## src/rtl/tvp_pkg.sv

```systemverilog
// Shared definitions for the test vector player: FSM state encodings,
// the default MISR polynomial and the failure counter width.
// Imported by test_vector_player and tvp_misr.
package tvp_pkg;

  localparam int FAIL_CNT_W = 16;

  localparam logic [63:0] DEFAULT_MISR_POLY = 64'h0000_0000_0000_001B;

  typedef logic [2:0] tvp_state_t;

  localparam tvp_state_t ST_IDLE    = 3'd0;
  localparam tvp_state_t ST_FETCH   = 3'd1;
  localparam tvp_state_t ST_LOAD    = 3'd2;
  localparam tvp_state_t ST_SETTLE  = 3'd3;
  localparam tvp_state_t ST_CAPTURE = 3'd4;
  localparam tvp_state_t ST_DONE    = 3'd5;

endpackage

```

## src/rtl/tvp_misr.sv

```systemverilog
// Multiple-input signature register compacting CUT responses.
// Latency: signature reflects data_in one cycle after enable; clear wins over enable.
// Ports: clk, rst_n (async active-low), clear, enable, data_in[RESP_W], sig[RESP_W].
module tvp_misr
  import tvp_pkg::*;
#(
  parameter int                RESP_W = 64,
  parameter logic [RESP_W-1:0] POLY   = RESP_W'(DEFAULT_MISR_POLY)
) (
  input  logic              clk,
  input  logic              rst_n,
  input  logic              clear,
  input  logic              enable,
  input  logic [RESP_W-1:0] data_in,
  output logic [RESP_W-1:0] sig
);

  logic [RESP_W-1:0] sig_q;

  always_ff @(posedge clk or negedge rst_n) begin
    if (!rst_n) begin
      sig_q <= '0;
    end else if (clear) begin
      sig_q <= '0;
    end else if (enable) begin
      // Shift left, fold the MSB back through the polynomial, then absorb the response.
      sig_q <= {sig_q[RESP_W-2:0], 1'b0} ^ (sig_q[RESP_W-1] ? POLY : '0) ^ data_in;
    end
  end

  assign sig = sig_q;

endmodule

```

## config.mk

```make
export PLATFORM = sky130hd
export DESIGN_NAME = tvp_misr
export DESIGN_NICKNAME = d
export VERILOG_FILES = /design/src/rtl/tvp_pkg.sv /design/src/rtl/tvp_misr.sv
export SDC_FILE = /design/constraint.sdc
export NUM_CORES = 1
export LEC_CHECK = 0
export ABC_AREA = 1
export BUFFER_PORTS_ARGS = -buffer_cell sky130_fd_sc_hd__buf_2
export CAP_MARGIN = 20
export CORE_MARGIN = 3
export CORE_UTILIZATION = 47
export CTS_CLUSTER_SIZE = 40
export DETAILED_ROUTE_END_ITERATION = 8
export PLACE_DENSITY = 0.87
export SLEW_MARGIN = 40
export SYNTH_ARGS = -nofsm -noshare
export SYNTH_HDL_FRONTEND = slang
export SYNTH_SLANG_ARGS = --single-unit
```

## constraint.sdc

```tcl
create_clock -name clk -period 1.29 [get_ports clk]
set_input_delay 0.258 -clock clk [delete_from_list [all_inputs] [get_ports clk]]
set_output_delay 0.258 -clock clk [all_outputs]
set_load 0.05 [all_outputs]
```

==> flow_metrics.py <==
metrics = {
    "status": {
        "status": "complete, no violations",
    },
    "timing": {
        "period_share_pct": 96.9,
        "drv_slew": 0,
        "rsz0062_at_grt": "false",
        "fin_skew_ps": 6.46,
        "setup_violations": 0,
        "slew_headroom_pct": 78.1,
        "whs_ps": 213,
        "finalWorstSetupSlack_ps": 39.7,
        "min_period_ps": 1250,
        "tns_ps": 0,
        "worst_pin_slew_ps": 328,
        "timing.fmax_mhz": 800,
        "finalHoldViolations": 0,
    },
    "clocking": {
        "clock_latency_ps": 320,
        "clock_sinks": 64,
        "clock_path_buffers": 2,
        "cts_tree": "done",
        "numCtsBuffers": 9,
        "htree_levels": 3,
        "clockRootBuffer": "clkbuf_8",
        "clk_pin_slew_worst_paths_ps": 70,
    },
    "setup_path": {
        "crit_path_start": "sig[54]$_DFFE_PN0P_",
        "crit_buf_inv": 1,
        "regToRegSetupSlack_ps": 320,
        "crit_required_ps": 1030,
        "path_max_fanout": 3,
        "r2r_start": "sig[63]$_DFFE_PN0P_",
        "cp_slowest_stage_delay_ps": 400,
        "slowest_stage": "dfrtp_1",
        "worstPathArrival_ps": 990,
        "cp-end-kind": "output pin",
        "start_kind": "register",
        "cp_top_family": "flip-flops",
        "criticalPathCategory": "register to output pin",
        "path_cells": "buf_2",
    },
    "synth": {
        "synthesis.nets": 361,
        "ys_ff_latch": 64,
        "netlist.area_leader.share_pct": 55.5,
        "synth_area_leaders": "dfrtp_1 (55%), xnor2_1 (19%), o21ai_1 (9.9%)",
        "syn_area_um2": 2890,
        "synth_cells": 293,
        "async_flop_share_pct": 100,
        "seq_area_frac_synth_pct": 55.5,
        "synth_flop_cell": "dfrtp_1",
        "syn_area_per_cell_um2": 9.85,
        "synth_most_common_cell": "nand2_1",
        "ys_top_cells_by_count": "nand2_1 (76), dfrtp_1 (64), xnor2_1 (61)",
        "yosys_warnings": 0,
        "synth.largest_area_cell": "dfrtp_1",
        "synthDistinctLibCells": 12,
        "synth-edff-count": 0,
    },
    "floorplan": {
        "die_h_um": 84.4,
        "start_util_pct": 50.6,
        "die_area_um2": 7120,
        "num_rows": 27,
        "die_w_um": 84.4,
        "ios": 132,
        "core_area_um2": 5710,
    },
    "final_layout": {
        "largest_reg_flops": 64,
        "final_nets": 500,
        "antenna_cells": 0,
        "fill_cells": 426,
        "area.growth.synth_to_final_pct": 39.1,
        "fin_util_pct": 70.3,
        "drive_above_1_share_pct": 36.4,
    },
    "power_and_ir_drop": {
        "p_per_area_nw_per_um2": 1370,
        "clkPwrFrac_pct": 30.6,
        "ir_worst_vdd_mv": 0.801,
        "leakagePower_nw": 1.91,
        "comb_power_share_pct": 26.8,
        "p_sw_share_pct": 34.0,
        "internal_power_mw": 3.62,
        "seqPwrFrac_pct": 42.6,
        "netSwitchingPower_mw": 1.86,
    },
    "place": {
        "port_buffers": 131,
        "dp_hpwl_mm": 4.94,
        "gp_congestion": 0.760,
        "pre_cts_slack_ps": 130,
    },
    "drt": {
        "vias": 2516,
        "drtPass1Iterations": 4,
        "drt-total-wl_mm": 6.89,
        "antenna_left": 0,
        "via_per_inst": 4.94,
        "wire_per_inst_um": 13.5,
        "drtIter0Drc": 110,
        "drc": 0,
    },
    "grt": {
        "grt_antenna_before_repair": 0,
        "grt_max_degree": 65,
        "grt_overflow": 0,
        "grtUsageTotal_pct": 19.4,
        "grt_pass1_wl_mm": 11.2,
        "grt_pass1_vias": 2394,
    },
    "run": {
        "maxCapViolCount": 0,
    },
    "min_path": {
        "min-delay-start": "data_in[43]",
        "hp-class": "input port to register",
    },
}
==> per-layer routing <==
metal / GRT usage [%] / vias to the layer above / part of all wire [%] / routed length [um]
met5: 0 / - / 0 / 0
met4: 6.62 / 0 / 0.74 / 51
met2: 31.3 / 85 / 50 / 3410
met1: 26.0 / 1208 / 44 / 3010
met3: 4.42 / 4 / 6.1 / 419
li1: - / 1219 / - / -
==> final cells by class <==
| cell class | instances | area [um2] | share of cell area (%) |
|---|---|---|---|
| clock buffer | 11 | 141 | 3.52 |
| timing repair buffer | 141 | 898 | 22.4 |
| inverter | 7 | 26.3 | 0.655 |
| tap | 72 | 90.1 | 2.24 |
| sequential | 64 | 1600 | 39.9 |
| multi-input combinational | 209 | 1200 | 29.9 |
| clock inverter | 5 | 56.3 | 1.40 |
==> power by group through the flow <==
stage	combinational, mW	sequential (mW)	clock, mW
3_5_place_dp	1.40	2.37	0
5_1_grt	1.56	2.37	1.82
3_3_place_gp	1.38	2.36	0
4_1_cts	1.42	2.34	1.73
2_1_floorplan	0.395	2.92	0
6_report	1.47	2.34	1.68
==> logic make-up (layout without fill, tap and decap cells) <==
family,Yosys count,count (layout),share of synthesized area [%]
AND/OR/NAND/NOR,87,87,12.1
flip-flops,64,64,55.5
AO/OA/AOI/OAI,61,61,10.7
XOR/XNOR,61,61,18.5
buffers and inverters,20,164,3.16
==> path summary, 6_finish.rpt <==
| path | to | cells after the start |
|---|---|---|
| min reg2reg | sig[53]$_DFFE_PN0P_ | 2 |
| max reg2reg | sig[1]$_DFFE_PN0P_ | 5 |
| min in group asynchronous | sig[4]$_DFFE_PN0P_ | 3 |
| max | sig[54] | 1 |
| min | sig[43]$_DFFE_PN0P_ | 3 |
| max in group asynchronous | sig[63]$_DFFE_PN0P_ | 3 |
==> per-stage QoR <==
stage          instance area, um2  instances  power (mW)
6_report                     4010        509        5.48
5_1_grt                      4010        509        5.74
4_1_cts                      3890        506        5.49
3_5_place_dp                 3670        489        3.77
3_3_place_gp                 3670        489        3.75
2_1_floorplan                2890        293        3.32
==> layout by cell type, fill, tap and decap left out, types with 3 or more instances in the layout <==
cell type / instances
buf_12: 4
xnor2_1: 61
dfrtp_1: 63
nand3b_1: 3
clkbuf_4: 41
nand2_1: 76
o22ai_1: 3
inv_1: 6
o21ai_1: 57
clkbuf_8: 10
buf_2: 85
buf_4: 10
nand3_1: 6
==> repair_timing <==
action / CTS / global route
hold buffers: 1 / 0
endpoints found under the setup margin: 4 / 43
resized for setup: 4 / 43
setup buffers: 0 / 3
hold endpoints to repair: 64 / 0
No activity file was read; power rests on OpenSTA's default activity.
